### src/rtl/vc_test_fixed_delay_source.sv
// vc_test_fixed_delay_source
// Test-harness message source: streams m[0..n_eff-1] over val/rdy, inserting
// a fixed number of idle cycles (delay) before every message. The message
// memory m is loaded hierarchically by the test bench before reset release.
//
// Build option: define VC_TEST_FIXED_DELAY_SOURCE_XMSG_EN to drive msg to
// all-X whenever val is low, so a consumer that ignores val propagates X.
// Without it, msg shows m[index] while messages remain and zero afterwards.

module vc_test_fixed_delay_source #(
  parameter int p_msg_nbits = 1,
  parameter int p_num_msgs  = 1024
) (
  input  logic                   clk,
  input  logic                   reset,
  input  logic [31:0]            delay,
  input  logic [31:0]            num_msgs,
  output logic                   val,
  input  logic                   rdy,
  output logic [p_msg_nbits-1:0] msg,
  output logic                   done
);

  localparam int c_idx_nbits  = $clog2(p_num_msgs + 1);
  localparam int c_addr_nbits = (p_num_msgs > 1) ? $clog2(p_num_msgs) : 1;
  localparam logic [31:0] c_depth = 32'(p_num_msgs);

  typedef enum logic {
    ST_WAIT = 1'b0,
    ST_SEND = 1'b1
  } state_t;

  // Message memory, written only by the bench through hierarchy.
  logic [p_msg_nbits-1:0] m [0:p_num_msgs-1];

  logic [c_idx_nbits-1:0]  index_q, index_d;
  logic [31:0]             count_q, count_d;
  state_t                  state_s;
  logic [31:0]             n_eff_s;
  logic [31:0]             index_ext_s;
  logic [c_addr_nbits-1:0] rd_addr_s;
  logic                    xfer_s;

  // Number of messages actually sent: num_msgs clamped to the memory depth.
  assign n_eff_s     = (num_msgs > c_depth) ? c_depth : num_msgs;
  assign index_ext_s = 32'(index_q);
  // Only consulted while index < n_eff <= p_num_msgs, so truncation is safe.
  assign rd_addr_s   = index_q[c_addr_nbits-1:0];

  // State decode, outputs and next-state; val never depends on rdy.
  always_comb begin
    state_s = ST_SEND;
    index_d = index_q;
    count_d = count_q;
    val     = 1'b0;
    done    = 1'b0;
    xfer_s  = 1'b0;

    if (count_q != 32'd0) begin
      state_s = ST_WAIT;
    end else begin
      state_s = ST_SEND;
    end

    done = !reset && (index_ext_s == n_eff_s);

    case (state_s)
      ST_WAIT: begin
        // count_q is nonzero here, so the decrement cannot underflow.
        count_d = count_q - 32'd1;
      end
      ST_SEND: begin
        val    = !reset && !done;
        xfer_s = val && rdy;
        if (xfer_s) begin
          index_d = index_q + c_idx_nbits'(1);
          count_d = delay;
        end else begin
          index_d = index_q;
          count_d = count_q;
        end
      end
      default: begin
        index_d = index_q;
        count_d = count_q;
      end
    endcase
  end

  // Payload read: combinational from index, masked according to build option.
  always_comb begin
    msg = {p_msg_nbits{1'b0}};
`ifdef VC_TEST_FIXED_DELAY_SOURCE_XMSG_EN
    if (val) begin
      msg = m[rd_addr_s];
    end else begin
      msg = {p_msg_nbits{1'bx}};
    end
`else
    if (index_ext_s < n_eff_s) begin
      msg = m[rd_addr_s];
    end else begin
      msg = {p_msg_nbits{1'b0}};
    end
`endif
  end

  // State registers; reset rewinds the stream and reloads the idle countdown.
  always_ff @(posedge clk) begin
    if (reset) begin
      index_q <= {c_idx_nbits{1'b0}};
      count_q <= delay;
    end else begin
      index_q <= index_d;
      count_q <= count_d;
    end
  end

endmodule

### config.mk
export PLATFORM = sky130hd
export DESIGN_NAME = vc_test_fixed_delay_source
export DESIGN_NICKNAME = d
export VERILOG_FILES = /design/src/rtl/vc_test_fixed_delay_source.sv
export SDC_FILE = /design/constraint.sdc
export NUM_CORES = 1
export LEC_CHECK = 0
export CAP_MARGIN = 20
export CORE_MARGIN = 5
export CORE_UTILIZATION = 45
export DETAILED_ROUTE_END_ITERATION = 7
export GPL_TIMING_DRIVEN = 0
export PLACE_DENSITY = 0.83
export SLEW_MARGIN = 5
export SYNTH_ARGS = -nofsm -noshare
export SYNTH_HDL_FRONTEND = slang
export SYNTH_SLANG_ARGS = --single-unit
### constraint.sdc
create_clock -name clk -period 6.6 [get_ports clk]
set_clock_uncertainty 0.2 [all_clocks]
set_input_delay 1.32 -clock clk [delete_from_list [all_inputs] [get_ports clk]]
set_output_delay 1.32 -clock clk [all_outputs]
set_load 0.005 [all_outputs]
==> out/qor.csv <==
metric,value,unit
status,finished clean,
CORE AREA,5960,um^2
kind of critical path,input port to output port,
die width,88.6,um
Die Area,7850,um^2
CP Launch Type,input port,
first-pass GRT wire length,11400,um
"most common cell after layout, fill and taps aside",clkdlybuf4s50_1,
WP data required,5.08,ns
hold buffers post-CTS,0,
share of post-route cells with drive strength above 1,0.0602,
Rows,28,
CTS Buf Count,5,
Comb power frac,0.166,
crit path DAT,4.73,ns
net count reported at finish,451,
library cells used by synthesis,52,
Total GRT Usage,0.183,
Syn Inst Count,306,
WL/cell,15.3,um
1st-iter DRT viols,199,
DRT Pass-1 Iters,4,
largest net degree at the start of global routing,33,
Setup Viol. Count Final,0,
VDD IR max,0.114,mV
Util after Layout,0.616,
post-synthesis sequential area ratio,0.425,
Least-Margin Pin Slew,0.498,ns
Final ANT Viol Nets,0,
# Max-Cap Violations,0,
top cell family by delay on the critical path,simple AND/OR/NAND/NOR gates,
power share of the clock group,0.286,
final wirelength,6970,um
worst-path maximum fanout,10,
Final Hold Fails,0,
Longest Clk Path Bufs,2,
I/O pin cnt,70,
Antenna Cells,0,
final worst slack,0.353,ns
number of flops mapped to enable cells by yosys,32,
most frequent cells in the layout,"clkdlybuf4s50_1 (67), nand2_1 (43), edfxtp_1 (32)",
clock sink count,43,
Design Power,0.608,mW
Hold Crit Class,flip-flop to flip-flop,
DRC viols,0,
Post-Syn Area,2780,um^2
Sw Pwr,0.149,mW
most frequent CP cell,clkdlybuf4s50_1,
DIE HEIGHT,88.6,um
vias in the first global route,2518,
Syn Nets,376,
leakage power,1.25,nW
Fill cells,509,
max-slew violations,0,
initial antenna violation count,0,
Cell Pwr Density,166,nW/um^2
clock latency on the worst-skew pair,0.30,ns
routability cong.,0.858,
Internal,0.459,mW
PortBufs,67,
Yosys reg bits,43,
RSZ-0062 raised after global routing,no,
switch share,0.244,
clk slew on worst S/H paths,0.07,ns
Mean Syn Cell Area,9.09,um^2
CP bufs+invs,4,
clock tree from TritonCTS,built,
min cycle time layout,6.25,ns
Clock Tree Root,clkbuf_8,
Post-CTS Setup Repair Bufs,0,
pre-CTS setup slack,0.350,ns
DR vias/cell,5.58,
crit-path cells,"clkdlybuf4s50_1, or4_4, nor4_4, nand4_2, a2111oi_0, o211ai_1, nor2_2, buf_6, buf_8, nor2_1, clkdlybuf4s50_1",
CTS H-tree depth,2,
sequential power share,0.549,
Max Freq,160,MHz
GRT Residual Overflow,0,
Final HPWL DP,5400,um
Layout area overhead,31.9,%
Max-Slew Margin vs Limit,0.666,
"Primary FF master, synth",edfxtp_1,
initial core utilization,0.467,
Tcrit/Tclk final,0.946,
fraction of registers with async set/reset,0,
Worst path max stage delay,0.56,ns
Crit. End Element,output port,
slowest cell on the critical path,or4_4,
PostCTS Resize Cnt,0,
Vias,2548,
Syn. warnings,0,
[cells by family (layout without fill, tap and decap cells)]
| group | after synthesis | in the layout | share of synthesized area |
|---|---|---|---|
| fa+ha+maj | 3 | 3 | 0.0135 |
| flops | 43 | 43 | 0.425 |
| buf+inv | 24 | 100 | 0.0414 |
| mux | 1 | 1 | 0.00540 |
| compound gates | 76 | 76 | 0.170 |
| simple gates | 130 | 130 | 0.255 |
| other cells | 1 | 1 | 0.00135 |
| xor+xnor | 28 | 28 | 0.0882 |
[power groups by stage]
stage	combinational [mW]	sequential, mW	clock (mW)
finish	0.101	0.334	0.174
global route	0.111	0.337	0.189
CTS	0.101	0.333	0.175
floorplan	0.0487	0.334	0
detailed placement	0.100	0.340	0
global placement	0.0973	0.337	0
[metal layers]
| layer | GRT usage | share of wire |
|---|---|---|
| met3 | 0.0372 | 0.066 |
| met4 | 0.0412 | 0.010 |
| met5 | 0 | 0 |
| met2 | 0.322 | 0.50 |
| met1 | 0.231 | 0.43 |
[worst paths after layout]
kind / start / to / cells after the start / slack [ns]
worst max-delay path: num_msgs[14] / val / 11 / 0.35
worst min-delay path: index_q[9]$_SDFFE_PP0P_ / index_q[9]$_SDFFE_PP0P_ / 2 / 0.34
worst max register to register: count_q[26]$_DFFE_PP_ / count_q[6]$_DFFE_PP_ / 9 / 3.33
worst min register to register: index_q[9]$_SDFFE_PP0P_ / index_q[9]$_SDFFE_PP0P_ / 2 / 0.34
[metrics by stage]
step | cells | hold WS [ns] | TNS (ns) | area, um^2
after CTS | 457 | 0.340 | 0 | 3670
after detailed placement | 449 | 0.326 | 0 | 3580
final | 457 | 0.343 | 0 | 3670
after floorplan | 306 | 0.269 | 0 | 2780
after global placement | 448 | 0.308 | -2.85 | 3540
after global routing | 457 | 0.373 | 0 | 3670
[cells in the mapped netlist (2+ instances only)]
| library cell | count | area, um^2 |
|---|---|---|
| a21o_1 | 4 | 30.0 |
| a21oi_1 | 14 | 70.1 |
| a31oi_1 | 2 | 12.5 |
| and2_1 | 2 | 12.5 |
| and3_1 | 2 | 12.5 |
| buf_2 | 2 | 10.0 |
| clkbuf_1 | 9 | 33.8 |
| dfxtp_1 | 11 | 220 |
| edfxtp_1 | 32 | 961 |
| ha_1 | 3 | 37.5 |
| inv_1 | 9 | 33.8 |
| nand2_1 | 43 | 161 |
| nand3_1 | 10 | 50.1 |
| nand3b_1 | 2 | 15.0 |
| nand4_1 | 3 | 18.8 |
| nand4b_1 | 2 | 17.5 |
| nor2_1 | 18 | 67.6 |
| nor2b_1 | 2 | 12.5 |
| nor3_1 | 9 | 45.0 |
| nor4_1 | 5 | 31.3 |
| nor4bb_1 | 2 | 20.0 |
| o211ai_1 | 3 | 22.5 |
| o21ai_0 | 28 | 140 |
| o22ai_1 | 3 | 18.8 |
| o2bb2ai_1 | 2 | 17.5 |
| o31ai_1 | 11 | 82.6 |
| o41ai_1 | 3 | 26.3 |
| or2_2 | 2 | 12.5 |
| or4_1 | 19 | 143 |
| xnor2_1 | 17 | 149 |
| xor2_1 | 11 | 96.3 |
[state kept, by name (all words and copies together) (netlist names)]
register / flops
count_q: 32
index_q: 11
[tightest hold or removal path, stage by stage, from the launching register on]
cell and delay, ns:
dfxtp_1 0.35, o31ai_1 0.10, a21oi_2 0.05
[final cells by class]
type	instances	area [um^2]	area share
clock buffer	7	86.3	0.0235
buffer	15	81.3	0.0222
sequential	43	1180	0.322
clock inverter	1	5.00	0.00136
multi-input combinational	239	1500	0.408
tap	75	93.8	0.0256
timing repair buffer	68	691	0.188
inverter	9	33.8	0.00921
Power figures use the tool's default switching activity.
